### config.mk
export PLATFORM = sky130hd
export DESIGN_NAME = cpu_control_unit
export DESIGN_NICKNAME = d
export VERILOG_FILES = /design/src/rtl/cpu_pkg.sv /design/src/rtl/cpu_control_unit_alu.sv /design/src/rtl/cpu_control_unit.sv
export SDC_FILE = /design/constraint.sdc
export NUM_CORES = 1
export LEC_CHECK = 0
export CAP_MARGIN = 20
export CORE_ASPECT_RATIO = 1.25
export CORE_MARGIN = 4
export CORE_UTILIZATION = 54
export DETAILED_ROUTE_END_ITERATION = 10
export PLACE_DENSITY = 0.85
export SLEW_MARGIN = 20
export SYNTH_ARGS = -nofsm -noshare
export SYNTH_HDL_FRONTEND = slang
export SYNTH_SLANG_ARGS = --single-unit
### constraint.sdc
create_clock -name CLOCK -period 8.75 [get_ports CLOCK]
set_clock_uncertainty 0.2 [all_clocks]
set_input_delay 1.3125 -clock CLOCK [delete_from_list [all_inputs] [get_ports CLOCK]]
set_output_delay 1.3125 -clock CLOCK [all_outputs]
set_load 0.1 [all_outputs]
### src/rtl/cpu_pkg.sv
// Shared types for the accumulator CPU: memory handshake, opcodes, FSM states.
package cpu_pkg;

    localparam int unsigned MEMSIZE = 16;
    localparam int unsigned REGSIZE = 8;

    typedef logic [REGSIZE-1:0] DEFAULT_TYPE;

    // Command word driven into memory_unit each cycle
    typedef enum logic [3:0] {
        MEMORY_STAY  = 4'd0,
        MEMORY_READ  = 4'd1,
        MEMORY_WRITE = 4'd2
    } MEMORY_FLAG;

    // Upper nibble of an instruction; codes 8..E are undefined and run as NOP
    typedef enum logic [3:0] {
        OP_NOP = 4'h0,
        OP_LDA = 4'h1,
        OP_STA = 4'h2,
        OP_ADD = 4'h3,
        OP_SUB = 4'h4,
        OP_JMP = 4'h5,
        OP_JZ  = 4'h6,
        OP_LDI = 4'h7,
        OP_HLT = 4'hF
    } OPCODE;

    typedef enum logic [2:0] {
        S_FETCH,
        S_DECODE,
        S_MEMRD,
        S_MEMWR,
        S_HALT
    } CPU_STATE;

endpackage

### src/rtl/cpu_control_unit_alu.sv
// Combinational ALU for memory-operand instructions (LDA/ADD/SUB).
module alu_unit
    import cpu_pkg::*;
#(
    parameter int unsigned W = 8
) (
    input  OPCODE        op_i,
    input  logic [W-1:0] a_i,
    input  logic [W-1:0] b_i,
    output logic [W-1:0] result_o,
    output logic         carry_o,
    output logic         zero_o
);

    logic [W:0] sum;
    logic [W:0] diff;

    // Carry is the adder carry-out for ADD and the borrow for SUB; LDA passes b through
    always_comb begin
        sum      = {1'b0, a_i} + {1'b0, b_i};
        diff     = {1'b0, a_i} - {1'b0, b_i};
        result_o = b_i;
        carry_o  = 1'b0;
        case (op_i)
            OP_ADD: begin
                result_o = sum[W-1:0];
                carry_o  = sum[W];
            end
            OP_SUB: begin
                result_o = diff[W-1:0];
                carry_o  = diff[W];
            end
            default: ;
        endcase
        zero_o = (result_o == '0);
    end

endmodule

### src/rtl/cpu_control_unit.sv
// Multi-cycle accumulator CPU sequencer; sole master of memory_unit.
module cpu_control_unit #(
    parameter int unsigned MEMSIZE = cpu_pkg::MEMSIZE,
    parameter int unsigned REGSIZE = cpu_pkg::REGSIZE
) (
    input  logic                CLOCK,
    input  logic                RESET,
    input  logic                step_enable,
    output cpu_pkg::MEMORY_FLAG rw_flag,
    output logic [REGSIZE-1:0]  address,
    output logic [REGSIZE-1:0]  write_value,
    input  logic [REGSIZE-1:0]  read_value,
    output logic                halted,
    output logic [REGSIZE-1:0]  pc_out,
    output logic [REGSIZE-1:0]  acc_out
);
    import cpu_pkg::*;

    CPU_STATE            state_q;
    logic [REGSIZE-1:0]  pc_q;
    logic [REGSIZE-1:0]  acc_q;
    logic [REGSIZE-1:0]  ir_q;
    logic                zf_q;
    logic                cf_q;

    OPCODE               opcode;
    logic [REGSIZE-1:0]  operand_ext;
    logic [REGSIZE-1:0]  operand_addr;
    logic [REGSIZE-1:0]  alu_result;
    logic                alu_carry;
    logic                alu_zero;

    function automatic logic [REGSIZE-1:0] wrap_addr(input logic [REGSIZE-1:0] a);
        return REGSIZE'(32'(a) % MEMSIZE);
    endfunction

    // Split the latched instruction into opcode and zero-extended operand
    always_comb begin
        opcode       = OPCODE'(ir_q[REGSIZE-1 -: 4]);
        operand_ext  = {{(REGSIZE-4){1'b0}}, ir_q[3:0]};
        operand_addr = wrap_addr(operand_ext);
    end

    alu_unit #(.W(REGSIZE)) u_alu (
        .op_i     (opcode),
        .a_i      (acc_q),
        .b_i      (read_value),
        .result_o (alu_result),
        .carry_o  (alu_carry),
        .zero_o   (alu_zero)
    );

    // Sequencer and architectural registers; step_enable=0 freezes everything
    always_ff @(posedge CLOCK or posedge RESET) begin
        if (RESET) begin
            state_q <= S_FETCH;
            pc_q    <= '0;
            acc_q   <= '0;
            ir_q    <= '0;
            zf_q    <= 1'b0;
            cf_q    <= 1'b0;
        end else if (step_enable) begin
            case (state_q)
                S_FETCH: begin
                    ir_q    <= read_value;
                    pc_q    <= wrap_addr(pc_q + 1'b1);
                    state_q <= S_DECODE;
                end
                S_DECODE: begin
                    case (opcode)
                        OP_LDA, OP_ADD, OP_SUB: state_q <= S_MEMRD;
                        OP_STA: state_q <= S_MEMWR;
                        OP_JMP: begin
                            pc_q    <= operand_addr;
                            state_q <= S_FETCH;
                        end
                        OP_JZ: begin
                            if (zf_q) pc_q <= operand_addr;
                            state_q <= S_FETCH;
                        end
                        OP_LDI: begin
                            acc_q   <= operand_ext;
                            zf_q    <= (operand_ext == '0);
                            state_q <= S_FETCH;
                        end
                        OP_HLT: state_q <= S_HALT;
                        default: state_q <= S_FETCH;
                    endcase
                end
                S_MEMRD: begin
                    acc_q <= alu_result;
                    zf_q  <= alu_zero;
                    if (opcode != OP_LDA) cf_q <= alu_carry;
                    state_q <= S_FETCH;
                end
                S_MEMWR: state_q <= S_FETCH;
                default: state_q <= S_HALT;
            endcase
        end
    end

    // Memory command decode; RESET forces an idle bus so an aborted store never issues
    always_comb begin
        rw_flag     = MEMORY_STAY;
        address     = '0;
        write_value = '0;
        halted      = 1'b0;
        if (!RESET) begin
            write_value = acc_q;
            halted      = (state_q == S_HALT);
            address     = pc_q;
            case (state_q)
                S_FETCH: if (step_enable) rw_flag = MEMORY_READ;
                S_MEMRD: begin
                    address = operand_addr;
                    if (step_enable) rw_flag = MEMORY_READ;
                end
                S_MEMWR: begin
                    address = operand_addr;
                    if (step_enable) rw_flag = MEMORY_WRITE;
                end
                default: ;
            endcase
        end
    end

    assign pc_out  = pc_q;
    assign acc_out = acc_q;

endmodule
==> metrics <==
I/O pin count=48; Seq/Total Area, Yosys=29.0%; TritonCTS buffer count=3; CP top delay family=buffers and inverters; Top FF cell, synth=dfrtp_1; max-slew violations=0; DR DRC count=0; Synth area leaders=dfrtp_1 (29%), nand2_1 (5.6%), ha_1 (5.4%), a21oi_1 (5.3%), mux2_2 (3.8%); Simple-Gate Fraction of Synth Area=24.7%; Setup WS post-layout=3.61 ns; Final Wtd Congestion=0.836; via count=1951; Vias/cell=6.08; first-pass GRT wire length=8560 um; largest area contributor in the netlist=dfrtp_1; synthesis-to-finish area growth=17.7%; ANT cells=0; port buffer count=37; HPWL Detailed=3820 um; Core ar.=0.00360 mm2; post-CTS setup buffer count=0; max incr delay on CP=1.19 ns; pin slew with the least headroom to its limit=1.07 ns; final setup TNS=0 ns; layout cells sized above 1=6.38%; clock sinks=24; ys async rst share=100%; clock transition at the registers of the reported paths=0.09 ns; fin util=67.6%; number of synthesized flops with an enable pin=0; RSZ-0062 raised after global routing=false; # H-tree levels=1; antenna violations before repair=0; global route overflow=0; critical-path cell list=clkdlybuf4s50_1 -> nor4b_1 -> clkdlybuf4s50_1; vias in the first global route=1837; Cell Area, Synth=0.00207 mm2; Setup WS pre-CTS=3.59 ns; Site Rows=24; endpoints failing setup=0; Clock Latency Late Sink=0.26 ns; count of cell types in the netlist=55; Final #Nets=304; adder-cell share of the synthesized area=6.41%; slew margin rel.=28.9%; post-route clock period utilization=58.7%; main combinational cell family by area after synthesis=simple AND/OR/NAND/NOR gates; ANT nets after route=0; Wirelength per Cell=15.8 um; largest net degree at the start of global routing=25; CTS Buffer Depth=2; mux contribution to synthesized area=5.74%; final hold vios=0; kind of critical path=input pin to output pin; CP bufs+invs=2; Mapped Cells=253; worst min-delay path category=flop to flop; Hold-fix buffers, CTS=0; cell mode on critical path=clkdlybuf4s50_1; TritonCTS clock tree=built; Worst path slowest cell=clkdlybuf4s50_1; FMAX=0.195 GHz; GRT Total Usage=21.1%; CP Launch Type=input pin; status=complete, no violations; post-CTS sizing=0; Root Buffer=clkbuf_8; DRT Pass-1 Iters=4; Initial Util=57.4%; maxcap violations=0; post-synthesis xor/xnor area fraction=3.81%; WL final=5090 um; Yosys reg bits=24; chip width=63.4 um; Synth top area share=29.0%; critical path arrival=3.62 ns; CP required=7.24 ns; Initial DRC Count=77; chip height=77.2 um; Critical Path End Type=output pin; Max FO, Critical Path=16; Final min period=5.14 ns; Compound-Gate Fraction of Synth Area=20.7%; die area=0.00489 mm2; YS warnings=0; Avg Inst Size Synth=8.18 um2
## layer usage
metal / GRT usage (%) / up-vias / routed length (um) / share of wire [%]
met5: 0 / - / 0 / 0
met4: 6.26 / 0 / 34 / 0.67
met3: 2.49 / 6 / 291 / 5.7
met2: 37.6 / 73 / 2650 / 52
met1: 26.4 / 920 / 2110 / 42
li1: - / 952 / - / -
## cell type report
class	count	area, um2
Timing Repair Buffer	37	370
Inverter	14	52.6
Sequential cell	24	601
Fill cell	302	1170
Clock buffer	4	55.1
Tap cell	39	48.8
Multi-Input combinational cell	203	1310
## final timing paths
| kind | slack (ns) | endpoint | depth (start not counted) | from |
|---|---|---|---|---|
| setup / recovery | 3.61 | halted | 3 | RESET |
| max in group asynchronous | 5.90 | acc_out[4] | 2 | RESET |
| setup reg to reg | 5.18 | acc_out[7] | 10 | ir_q[7] |
| hold reg to reg | 0.33 | zf_q | 2 | zf_q |
| min in group asynchronous | 1.88 | state_q[1] | 2 | RESET |
| hold / removal | 0.33 | zf_q | 2 | zf_q |
## tightest hold or removal path: stages, from the launching register on
cell and delay, ns:
dfrtp_1 0.35, mux2i_1 0.07, o21ai_1 0.08
## synthesized netlist by cell type (2+ instances only)
| library cell | instances |
|---|---|
| nand2b_1 | 5 |
| o2111ai_1 | 2 |
| nor3_1 | 6 |
| mux2i_1 | 4 |
| buf_2 | 3 |
| mux2_2 | 7 |
| o31ai_1 | 2 |
| o211ai_1 | 2 |
| nand4_1 | 3 |
| a311oi_1 | 2 |
| a21o_1 | 2 |
| o21ai_0 | 10 |
| o2111a_1 | 2 |
| ha_1 | 9 |
| buf_6 | 3 |
| nand3_1 | 8 |
| nor4b_1 | 2 |
| a21oi_1 | 22 |
| xnor2_1 | 4 |
| buf_4 | 10 |
| a31oi_1 | 2 |
| nand2_1 | 31 |
| o311ai_1 | 2 |
| dfrtp_1 | 24 |
| clkbuf_1 | 5 |
| nor4_1 | 4 |
| o21ai_1 | 3 |
| a211oi_1 | 3 |
| xor2_1 | 5 |
| nor2b_1 | 10 |
| inv_1 | 14 |
| nor2_1 | 19 |
## cells by family (layout without fill, tap and decap cells)
group | count (synthesis) | in the layout
simple gates | 98 | 98
compound gates | 65 | 65
buf+inv | 35 | 55
flops | 24 | 24
mux | 11 | 11
fa+ha+maj | 10 | 10
xor+xnor | 9 | 9
other cells | 1 | 10
## through the flow
stage | hold WS (ns) | area [um2] | cells
after floorplan | 0.276 | 2100 | 262
after global placement | 0.301 | 2380 | 317
after detailed placement | 0.311 | 2380 | 317
after CTS | 0.333 | 2430 | 321
after global routing | 0.374 | 2430 | 321
final | 0.327 | 2430 | 321
## flip-flops by register name, summed over array words and instances (netlist names)
register  count
acc_out       8
ir_q          8
pc_out        4
state_q       3
zf_q          1
## cell usage in the layout, fill, tap and decap left out, drive strengths merged, types with 8 or more instances in the layout
cell            n
nor2b          10
nand3           8
o21ai          13
clkdlybuf4s50  37
ha              9
nor2           20
a21oi          22
inv            14
nand2          32
conb           10
dfrtp          24
Power is not shown: default switching activity piles up to over one toggle a cycle in this logic, so the estimate is an artifact.
